## src/rtl/seg_move_pkg.sv

```systemverilog
// Shared types and constants for the segment-walk game: state codes, segment
// and direction indices, reset values and the move adjacency table.
package seg_move_pkg;

  typedef enum logic [1:0] {
    ST_INITIAL = 2'd0,
    ST_MOVING  = 2'd1,
    ST_FALLING = 2'd2,
    ST_WIN     = 2'd3
  } state_e;

  typedef enum logic [1:0] {
    DIR_R = 2'd0,
    DIR_L = 2'd1,
    DIR_U = 2'd2,
    DIR_D = 2'd3
  } dir_e;

  localparam logic [2:0] SEG_A = 3'd0;
  localparam logic [2:0] SEG_B = 3'd1;
  localparam logic [2:0] SEG_C = 3'd2;
  localparam logic [2:0] SEG_D = 3'd3;
  localparam logic [2:0] SEG_E = 3'd4;
  localparam logic [2:0] SEG_F = 3'd5;
  localparam logic [2:0] SEG_G = 3'd6;

  localparam logic [2:0] RESET_HEAD    = SEG_G;
  localparam logic [6:0] RESET_VISITED = 7'b1000000;
  localparam logic [6:0] VISITED_ALL   = 7'h7F;
  localparam logic [6:0] SEG_BLANK     = 7'h7F;
  localparam logic [6:0] SEG_ALL_ON    = 7'h00;

  // Returns {legal, target}; target is meaningless when legal is 0.
  function automatic logic [3:0] move_lookup(input logic [2:0] head, input dir_e dir);
    logic [3:0] res;
    res = {1'b0, head};
    case (head)
      SEG_A: case (dir)
        DIR_R:   res = {1'b1, SEG_B};
        DIR_L:   res = {1'b1, SEG_F};
        default: res = {1'b0, head};
      endcase
      SEG_B: case (dir)
        DIR_U:   res = {1'b1, SEG_A};
        DIR_D:   res = {1'b1, SEG_C};
        DIR_L:   res = {1'b1, SEG_G};
        default: res = {1'b0, head};
      endcase
      SEG_C: case (dir)
        DIR_U:   res = {1'b1, SEG_B};
        DIR_D:   res = {1'b1, SEG_D};
        DIR_L:   res = {1'b1, SEG_G};
        default: res = {1'b0, head};
      endcase
      SEG_D: case (dir)
        DIR_R:   res = {1'b1, SEG_C};
        DIR_L:   res = {1'b1, SEG_E};
        default: res = {1'b0, head};
      endcase
      SEG_E: case (dir)
        DIR_U:   res = {1'b1, SEG_F};
        DIR_D:   res = {1'b1, SEG_D};
        DIR_R:   res = {1'b1, SEG_G};
        default: res = {1'b0, head};
      endcase
      SEG_F: case (dir)
        DIR_U:   res = {1'b1, SEG_A};
        DIR_D:   res = {1'b1, SEG_E};
        DIR_R:   res = {1'b1, SEG_G};
        default: res = {1'b0, head};
      endcase
      SEG_G: case (dir)
        DIR_U:   res = {1'b1, SEG_A};
        DIR_D:   res = {1'b1, SEG_D};
        DIR_L:   res = {1'b1, SEG_F};
        DIR_R:   res = {1'b1, SEG_B};
      endcase
      default: res = {1'b0, head};
    endcase
    return res;
  endfunction

endpackage

```

## src/rtl/seg_tick_timer.sv

```systemverilog
// Clearable up-counter; tc_o fires on the enabled cycle where the count equals
// last_i, and the counter returns to zero on that same edge.
module seg_tick_timer #(
  parameter int unsigned WIDTH = 1
) (
  input  logic             clk_20,
  input  logic             rst,
  input  logic             clr_i,
  input  logic             en_i,
  input  logic [WIDTH-1:0] last_i,
  output logic             tc_o
);

  logic [WIDTH-1:0] cnt_q, cnt_d;

  assign tc_o = en_i && (cnt_q == last_i);

  always_comb begin
    cnt_d = cnt_q;
    if (clr_i || tc_o) begin
      cnt_d = '0;
    end else if (en_i) begin
      cnt_d = cnt_q + WIDTH'(1);
    end
  end

  always_ff @(posedge clk_20 or posedge rst) begin
    if (rst) begin
      cnt_q <= '0;
    end else begin
      cnt_q <= cnt_d;
    end
  end

endmodule

```

## src/rtl/seg_move_ctrl.sv

```systemverilog
// Segment-walk game controller: the player steers a head around a 7-segment
// digit, must visit every segment once, and falls back to the start on a bad move.
module seg_move_ctrl
  import seg_move_pkg::*;
#(
  parameter int unsigned INIT_TICKS  = 286,
  parameter int unsigned FALL_TICKS  = 48,
  parameter int unsigned BLINK_TICKS = 24
) (
  input  logic       clk_20,
  input  logic       rst,
  input  logic       btn_right,
  input  logic       btn_left,
  input  logic       btn_up,
  input  logic       btn_down,
  output logic [6:0] seg_n,
  output logic [2:0] head,
  output logic [6:0] visited,
  output logic [1:0] state_out
);

  localparam int unsigned STATE_MAX = (INIT_TICKS > FALL_TICKS) ? INIT_TICKS : FALL_TICKS;
  localparam int unsigned STATE_W   = (STATE_MAX > 1) ? $clog2(STATE_MAX) : 1;
  localparam int unsigned BLINK_W   = (BLINK_TICKS > 1) ? $clog2(BLINK_TICKS) : 1;

  state_e     state_q, state_d;
  logic [2:0] head_q, head_d;
  logic [6:0] visited_q, visited_d;
  logic       phase_q, phase_d;
  logic [6:0] seg_n_q, seg_n_d;

  logic       state_tc, blink_tc, blink_clr, move_ok, any_btn;
  dir_e       dir;
  logic [3:0] lookup;
  logic [STATE_W-1:0] state_last;

  // One shared timer covers both INITIAL and FALLING; it restarts on every state change.
  assign state_last = (state_q == ST_FALLING) ? STATE_W'(FALL_TICKS - 1) : STATE_W'(INIT_TICKS - 1);

  seg_tick_timer #(.WIDTH(STATE_W)) u_state_timer (
    .clk_20 (clk_20),
    .rst    (rst),
    .clr_i  (state_d != state_q),
    .en_i   ((state_q == ST_INITIAL) || (state_q == ST_FALLING)),
    .last_i (state_last),
    .tc_o   (state_tc)
  );

  // Held cleared outside MOVING, so entering MOVING always starts a fresh half-period.
  assign blink_clr = move_ok || (state_q != ST_MOVING);

  seg_tick_timer #(.WIDTH(BLINK_W)) u_blink_timer (
    .clk_20 (clk_20),
    .rst    (rst),
    .clr_i  (blink_clr),
    .en_i   (state_q == ST_MOVING),
    .last_i (BLINK_W'(BLINK_TICKS - 1)),
    .tc_o   (blink_tc)
  );

  always_comb begin
    any_btn = btn_right | btn_left | btn_up | btn_down;
    dir     = DIR_D;
    if (btn_right)     dir = DIR_R;
    else if (btn_left) dir = DIR_L;
    else if (btn_up)   dir = DIR_U;
  end

  assign lookup = move_lookup(head_q, dir);

  always_comb begin
    state_d   = state_q;
    head_d    = head_q;
    visited_d = visited_q;
    move_ok   = 1'b0;
    case (state_q)
      ST_INITIAL: if (state_tc) state_d = ST_MOVING;
      ST_MOVING: begin
        if (any_btn) begin
          if (lookup[3] && !visited_q[lookup[2:0]]) begin
            move_ok   = 1'b1;
            head_d    = lookup[2:0];
            visited_d = visited_q | (7'b1 << lookup[2:0]);
            if (visited_d == VISITED_ALL) state_d = ST_WIN;
          end else begin
            state_d = ST_FALLING;
          end
        end
      end
      ST_FALLING: begin
        if (state_tc) begin
          state_d   = ST_INITIAL;
          head_d    = RESET_HEAD;
          visited_d = RESET_VISITED;
        end
      end
      default: state_d = ST_WIN;
    endcase
  end

  always_comb begin
    phase_d = blink_clr ? 1'b0 : (phase_q ^ blink_tc);
    case (state_q)
      ST_INITIAL: seg_n_d = ~visited_q;
      ST_MOVING:  seg_n_d = ~visited_q | (phase_q ? (7'b1 << head_q) : 7'h00);
      ST_FALLING: seg_n_d = SEG_BLANK;
      default:    seg_n_d = SEG_ALL_ON;
    endcase
  end

  always_ff @(posedge clk_20 or posedge rst) begin
    if (rst) begin
      state_q   <= ST_INITIAL;
      head_q    <= RESET_HEAD;
      visited_q <= RESET_VISITED;
      phase_q   <= 1'b0;
      seg_n_q   <= ~RESET_VISITED;
    end else begin
      state_q   <= state_d;
      head_q    <= head_d;
      visited_q <= visited_d;
      phase_q   <= phase_d;
      seg_n_q   <= seg_n_d;
    end
  end

  assign seg_n     = seg_n_q;
  assign head      = head_q;
  assign visited   = visited_q;
  assign state_out = state_q;

endmodule

```

## config.mk

```make
export PLATFORM = sky130hd
export DESIGN_NAME = seg_move_ctrl
export DESIGN_NICKNAME = d
export VERILOG_FILES = /design/src/rtl/seg_move_pkg.sv /design/src/rtl/seg_tick_timer.sv /design/src/rtl/seg_move_ctrl.sv
export SDC_FILE = /design/constraint.sdc
export NUM_CORES = 1
export LEC_CHECK = 0
export ABC_CLOCK_PERIOD_IN_PS = 2900
export CAP_MARGIN = 20
export CORE_UTILIZATION = 30
export DETAILED_ROUTE_END_ITERATION = 8
export SKIP_CTS_REPAIR_TIMING = 1
export SLEW_MARGIN = 15
export SYNTH_ARGS = -nofsm -noshare
export SYNTH_HDL_FRONTEND = slang
export SYNTH_HIERARCHICAL = 1
export SYNTH_SLANG_ARGS = --single-unit
```

## constraint.sdc

```tcl
create_clock -name clk_20 -period 2.9 [get_ports clk_20]
set_input_delay 0.87 -clock clk_20 [delete_from_list [all_inputs] [get_ports clk_20]]
set_output_delay 0.87 -clock clk_20 [all_outputs]
set_load 0.1 [all_outputs]
```

==> results.rst, run 1 <==
.. list-table::
   :header-rows: 1

   * - Metric
     - Value
   * - TritonCTS clock tree
     - done
   * - DRT iter0 DRCs
     - around 120
   * - Die Y
     - 90.53 um
   * - Run status
     - complete, no violations
   * - First-pass DRT Iterations
     - 4
   * - Critical path, cell by cell
     - buf_8, buf_6, or4b_4, a31oi_4, buf_4, a31oi_4, o21ai_2, nor2_1, o31ai_2, o221ai_4, buf_6, nor3_2
   * - Sequential cell area
     - a little under 900 um2
   * - Class of the tightest hold or removal check
     - reg -> reg
   * - NumNets Final
     - between 300 and 400
   * - Min cycle time layout
     - 2.873 ns
   * - Number of nets with antenna violations after detailed routing
     - 0
   * - Area share of fa/ha/maj cells after synthesis
     - 3.193%
   * - Internal power contribution
     - about 0.9 mW
   * - Setup Total Neg Slack
     - 0 ns
   * - Startpoint class of the critical path
     - primary input
   * - Portion of the clock cycle consumed by the worst path in the final layout
     - approximately 99%
   * - Portion of synthesized cell area occupied by the leading cell type
     - 26.61%
   * - WP data required
     - 3.10 ns
   * - Standard cell core area
     - roughly 7400 um2
   * - Area of combinational cells with multiple inputs
     - 1718 um2
   * - Syn Std Cell Area
     - roughly 2400 um2
   * - Final Wtd Congestion
     - around 0.9
   * - Area Growth Syn to Fin
     - 49.28%
   * - Clock network latency to the later pin of the worst-skew pair
     - ~0.28 ns
   * - Maximum number of pins on one net before global-route repair
     - 19
   * - Crit end category
     - register
   * - Cell type with the highest aggregate area in the netlist
     - dfrtp_1
   * - Instance count along the most critical hold path
     - 2
   * - Clock tree root buffer cell
     - clkbuf_8
   * - Post-route clock skew
     - approximately 0.011 ns
   * - Number of fillers in the final layout
     - between 600 and 700
   * - Global-route wire length before repair
     - 10,610 um
   * - Mux contribution to synthesized area
     - 3.406%
   * - Highest fanout seen on the critical path
     - 5
   * - Worst voltage drop across the vdd grid
     - ~0.19 mV
   * - Fraction of the mapped netlist area in compound gates
     - 18.79%
   * - Sink count of the clock tree
     - 34
   * - Kind of cell adding the most delay to the critical path
     - compound AO/OA/AOI/OAI gates
   * - Number of instances in the synthesized netlist
     - roughly 260
   * - Register area share after synthesis
     - around 37%
   * - Final count of hold timing violations
     - 0
   * - Number of synthesized flops with an enable pin
     - 0
   * - Number of antenna violations at the first check in global routing
     - 0
   * - Simple logic cell fraction of the synthesized area
     - a little under a quarter
   * - Maximum cell stage delay along the critical path
     - 0.55 ns
   * - Avg Inst Size Synth
     - slightly above 9 um2
   * - Measured slew at the worst slew-check pin
     - between 0.7 and 0.8 ns
   * - Flop and latch count out of synthesis
     - 34
   * - Critical path depth
     - 12
   * - Dominant combinational cell family by area after synthesis
     - simple AND/OR/NAND/NOR gates
   * - Count of antenna diodes in the layout
     - 0
   * - Per-cell via count in the routed design
     - slightly above 5
   * - Number of warnings issued by yosys
     - 6
   * - Share of power burned in the clock network
     - between 40% and 50%
   * - DRC Markers
     - 0
   * - Xor and xnor area share after synthesis
     - about a tenth
   * - Total die area
     - between 8000 and 9000 um2
   * - Sw Share
     - approximately 22%
   * - Top FF cell, synth
     - dfrtp_1
   * - Final-report setup violation count
     - 0
   * - Signal arrival time at the worst endpoint
     - 3.07 ns
   * - Number of buffer cells added on primary ports
     - 24
   * - I/O pin count
     - 25
   * - Max-slew headroom at the worst pin
     - a little over half
   * - Via count
     - 2,231
   * - Worst r2r path cells
     - 10
   * - Number of max-slew violations in the final report
     - 0
   * - Proportion of power drawn by flip-flops and latches
     - 41.4%
   * - Total length of routed wires
     - ~6700 um
   * - Vias in the first global route
     - between 2,000 and 2,500
   * - Routed wirelength normalized by instance count
     - approximately 15 um
   * - Clock transition at the register clock pins on the worst setup and hold paths after CTS
     - ~0.07 ns
   * - Post-synth cell types
     - ~60
   * - Leakage component of the power
     - between 1 and 1.5 nW
   * - Global-route total usage across every layer
     - 16.19%
   * - Cell row count
     - 31
   * - Number of violations of the max-capacitance limit
     - 0
   * - Combinational share of power
     - 10.8%
   * - Maximum count of clock buffers along a single path
     - 2
   * - Buf/Inv on CP
     - 4
   * - Cell with the biggest individual delay on the critical path
     - or4b_4
   * - Remaining Overflow, GRT
     - 0
   * - Count of H-tree levels built during CTS
     - 2
   * - Fraction of final layout cells sized beyond drive strength 1
     - about 43%
   * - Power Density
     - 326.7 nW/um2
   * - Starting Density
     - a little under a third
   * - Synth top area cells
     - dfrtp_1 27%, dfstp_2 10%, xnor2_1 5.2%
   * - Die W
     - a little over 90 um
   * - Finished Core Util
     - 47.37%
   * - Clock buffers created by TritonCTS
     - 5
   * - Highest clock rate
     - 348.1 MHz
   * - RSZ-0062 raised after global routing
     - true
   * - Placed wire-length estimate
     - around 5000 um
   * - Category of the critical setup timing path
     - in -> reg
   * - Net Switching
     - roughly 0.25 mW
   * - Ys async rst share
     - 100.0%
## flip-flops by register name (all words and copies together) (netlist names)
register,flops
head,3
phase_q,1
seg_n,7
state_out,2
u_blink_timer/cnt_q,5
u_state_timer/cnt_q,9
visited,7
## synthesized netlist by cell type, drive strengths merged, types with 2 or more instances
library cell / instances
nand2: 26
a31oi: 6
nor2b: 2
conb: 2
o21ai: 9
or3: 3
a211oi: 5
buf: 5
nor4: 4
xnor2: 14
a41oi: 2
nor3: 16
nand2b: 4
dfrtp: 25
xor2: 14
a21oi: 6
nor2: 15
nor3b: 2
o21a: 2
clkbuf: 4
ha: 6
o31ai: 3
and3: 4
o221ai: 3
o31a: 2
nand4: 5
inv: 15
mux2i: 8
dfstp: 9
a21o: 4
nand3: 12
a22o: 4
o22ai: 2
and2: 2
## area by class of cell
class	instances	share of cell area [%]
tap	99	3.529
inverter	15	1.818
clock buffer	6	2.353
sequential	34	24.78
clock inverter	2	1.711
multi-input combinational	208	48.95
timing repair buffer	74	16.86
## kinds of logic after synthesis
logic type,after synthesis
multiplexers,8
AO/OA/AOI/OAI,57
XOR/XNOR,28
adder cells (fa/ha/maj),6
AND/OR/NAND/NOR,99
buffers and inverters,24
other,2
flip-flops,34
## placed cells by master (no fill, tap or decap), types with 3 or more instances in the layout
cell type	Yosys	layout
ha_1	6	3
buf_4	0	63
conb_1	2	10
o21ai_2	0	3
ha_4	0	3
a211oi_2	0	3
a31oi_1	4	4
and3_1	3	3
nand3_2	0	3
nand2_1	26	23
a21oi_1	6	3
nor3_2	1	10
o21ai_0	8	6
mux2i_1	8	6
nand4_1	5	5
dfrtp_1	25	22
inv_1	15	12
xnor2_1	14	14
nor2_1	15	13
clkbuf_8	0	6
a21o_1	4	3
nand3_1	12	9
dfstp_2	9	8
nor3_1	15	5
dfrtp_2	0	3
nand2b_1	4	3
buf_6	2	7
xor2_1	14	14
a22o_1	4	4
a21oi_2	0	3
## final timing paths
kind,endpoint,start,slack (ns)
max in group asynchronous,seg_n[2],rst,1.23
hold reg to reg,phase_q,phase_q,0.58
setup / recovery,u_state_timer/cnt_q[0],btn_left,0.03
min in group asynchronous,u_blink_timer/cnt_q[4],rst,0.85
hold / removal,phase_q,phase_q,0.58
setup reg to reg,u_blink_timer/cnt_q[1],head[1],0.26
## worst reg2reg max path, cell delays in order (launching register included)
cell and delay, ns:
dfstp_4 0.68, inv_1 0.10, or3_1 0.43, a31oi_4 0.26
o21ai_2 0.12, buf_4 0.15, o22ai_2 0.22, buf_4 0.19
o31ai_4 0.06, buf_6 0.15, a211oi_2 0.20
## metal layers
layer | GRT usage, % | up-vias | wire length [um]
li1 | - | 1085 | -
met1 | 24.20 | 1088 | 3160
met2 | 24.05 | 54 | 3175
met3 | 3.114 | 4 | 366
met4 | 3.226 | 0 | 38
met5 | 0 | - | 0
## power by group through the flow
stage          registers (mW)  logic [mW]  clock network, mW
6_report                0.474       0.124              0.548
5_1_grt                 0.474       0.136              0.577
3_3_place_gp            0.483       0.100                  0
3_5_place_dp            0.483       0.101                  0
2_1_floorplan           0.483      0.0590                  0
4_1_cts                 0.474       0.102              0.561
## metrics by stage
| step | instance area (um2) | setup slack (ns) | power (mW) | hold slack [ns] | instances |
|---|---|---|---|---|---|
| after global routing | 3510 | -0.06768 | 1.188 | 0.6186 | 438 |
| final | 3510 | 0.02689 | 1.147 | 0.5817 | 438 |
| after detailed placement | 3112 | -0.8567 | 0.5840 | 0.5626 | 424 |
| after floorplan | 2520 | -0.04451 | 0.5421 | 0.5239 | 266 |
| after CTS | 3254 | -0.5697 | 1.137 | 0.5834 | 432 |
| after global placement | 3112 | -0.8478 | 0.5834 | 0.5608 | 424 |
No activity file was read; power rests on OpenSTA's default activity.
==> run 2, diff against run 1 <==
- GPL_TIMING_DRIVEN: unset -> 0
- SLEW_MARGIN: 15 -> unset
==> results.rst, run 2 (same netlist as run 1, synthesis figures left out) <==
.. list-table::
   :header-rows: 1

   * - Metric
     - Value
   * - Run status
     - complete, but fails checks
   * - Violated checks
     - setup timing
   * - Launch point of the worst path
     - btn_left
   * - Highest fanout seen on the critical path
     - 6
   * - Power Density
     - approximately 270 nW/um2
   * - Min cycle time layout
     - about 2.9 ns
   * - NumNets Final
     - roughly 340
   * - Crit path setup slack, layout
     - -0.01256 ns
   * - Category of the critical setup timing path
     - in -> reg
   * - Worst hold slack
     - around 0.63 ns
   * - Buf/Inv on CP
     - 4
   * - Max-slew headroom at the worst pin
     - 35.02%
   * - Total die area
     - between 8000 and 9000 um2
   * - Final count of hold timing violations
     - 0
   * - Worst voltage drop across the vdd grid
     - around 0.13 mV
   * - Number of flip-flops under the largest register name
     - 9
   * - Number of antenna violations at the first check in global routing
     - 0
   * - Clock transition at the register clock pins on the worst setup and hold paths after CTS
     - 0.07 ns
   * - Post-route clock skew
     - between 0.009 and 0.01 ns
   * - Most used cell along the critical path
     - buf_6
   * - Class of the tightest hold or removal check
     - reg -> reg
   * - Remaining Overflow, GRT
     - 0
   * - First-pass DRT Iterations
     - 4
   * - Standard cell core area
     - about 7400 um2
   * - Register bank with the most flops
     - u_state_timer/cnt_q
   * - Startpoint class of the critical path
     - primary input
   * - DRC Markers
     - 0
   * - Per-cell via count in the routed design
     - between 5 and 6
   * - Maximum number of pins on one net before global-route repair
     - 21
   * - Routed wirelength normalized by instance count
     - roughly 16 um
   * - Worst setup slack before clock tree synthesis
     - -1.199 ns
   * - Sink count of the clock tree
     - 34
   * - Most used cells in the layout excluding fill and tap cells
     - 23 x nand2_1, 23 x buf_4, 22 x dfrtp_1
   * - Number of buffer cells added on primary ports
     - 24
   * - Cell row count
     - 31
   * - Final Wtd Congestion
     - roughly 0.85
   * - Number of violations of the max-capacitance limit
     - 0
   * - Leakage component of the power
     - 1.458 nW
   * - Maximum cell stage delay along the critical path
     - 0.24 ns
   * - Number of max-slew violations in the final report
     - 0
   * - Highest clock rate
     - roughly 340 MHz
   * - Clock buffers created by TritonCTS
     - 5
   * - Area Growth Syn to Fin
     - 50.24%
   * - Placed wire-length estimate
     - 4427 um
   * - Crit end category
     - register
   * - Starting Density
     - about a third
   * - Signal arrival time at the worst endpoint
     - between 3 and 4 ns
   * - Measured slew at the worst slew-check pin
     - between 0.9 and 1 ns
   * - Global-route total usage across every layer
     - ~15%
   * - Launch point of the worst reg-to-reg path
     - head[1]
   * - Clock network latency to the later pin of the worst-skew pair
     - 0.30 ns
   * - RSZ-0062 raised after global routing
     - true
   * - Sequential cell area
     - 869.6 um2
   * - Setup Total Neg Slack
     - -0.04590 ns
   * - Die Y
     - about 90 um
   * - Cell with the biggest individual delay on the critical path
     - a31o_1
   * - TritonCTS clock tree
     - done
   * - Fraction of final layout cells sized beyond drive strength 1
     - between 30% and 40%
   * - Final-report setup violation count
     - 7
   * - Number of fillers in the final layout
     - roughly 670
   * - Total length of routed wires
     - 6683 um
   * - HP Start
     - state_out[0]
   * - Global-route wire length before repair
     - about 10000 um
   * - Via count
     - roughly 2,200
   * - Critical path, cell by cell
     - buf_12, nand2b_4, nand2_8, ha_4, nor3b_4, a21oi_2, a31o_1, buf_6, mux2i_4, o221ai_4, buf_6, o31ai_4, buf_6, a211oi_2
   * - Kind of cell adding the most delay to the critical path
     - compound AO/OA/AOI/OAI gates
   * - Number of nets with antenna violations after detailed routing
     - 0
   * - Count of H-tree levels built during CTS
     - 2
   * - Clock tree root buffer cell
     - clkbuf_8
   * - I/O pin count
     - 25
   * - Vias in the first global route
     - 2,005
   * - Portion of the clock cycle consumed by the worst path in the final layout
     - 100.4%
   * - Area of combinational cells with multiple inputs
     - around 1800 um2
   * - Maximum count of clock buffers along a single path
     - 2
   * - DRT iter0 DRCs
     - 164
   * - WP data required
     - approximately 3.1 ns
   * - Die W
     - between 90 and 100 um
   * - Count of antenna diodes in the layout
     - 0
run 2: metrics by stage:
stage | instance area [um2] | instances | utilization, % | total power [mW]
after floorplan | 2520 | 266 | - | 0.5421
after global placement | 2884 | 389 | 38.93 | 0.5651
after detailed placement | 2884 | 389 | 38.93 | 0.5656
after CTS | 2979 | 397 | 40.21 | 0.9450
after global routing | 3532 | 425 | 47.68 | 1.010
final | 3532 | 425 | 47.68 | 0.9673
run 2: path summary, 6_finish.rpt:
path                                          end  slack [ns]  cells past startpoint
max                        u_blink_timer/cnt_q[1]       -0.01                     14
min                                  state_out[0]        0.63                      1
max reg2reg                u_blink_timer/cnt_q[1]        0.04                     11
min reg2reg                          state_out[0]        0.63                      1
max in group asynchronous            state_out[0]        1.28                      2
min in group asynchronous  u_blink_timer/cnt_q[4]        0.86                      2
run 2: final cells by class:
type	instances	area share (%)
multi-input combinational	208	51.47
sequential	34	24.62
timing repair buffer	52	14.06
tap	99	3.507
clock buffer	6	2.338
inverter	15	1.984
buffer	9	1.665
clock inverter	2	0.3542
run 2: report_power, final:
group,internal (mW),total [mW],switching (mW)
logic,0.0504,0.117,0.0668
registers,0.474,0.474,0
clock network,0.191,0.376,0.185
run 2: per-layer routing:
| layer | up-vias | GRT usage (%) | routed length [um] | share of wire, % |
|---|---|---|---|---|
| met2 | 41 | 23.61 | 3174 | 47 |
| met4 | 0 | 4.570 | 72 | 1.1 |
| met3 | 6 | 3.283 | 170 | 2.5 |
| met1 | 1088 | 21.48 | 3267 | 49 |
| li1 | 1057 | - | - | - |
| met5 | - | 0 | 0 | 0 |
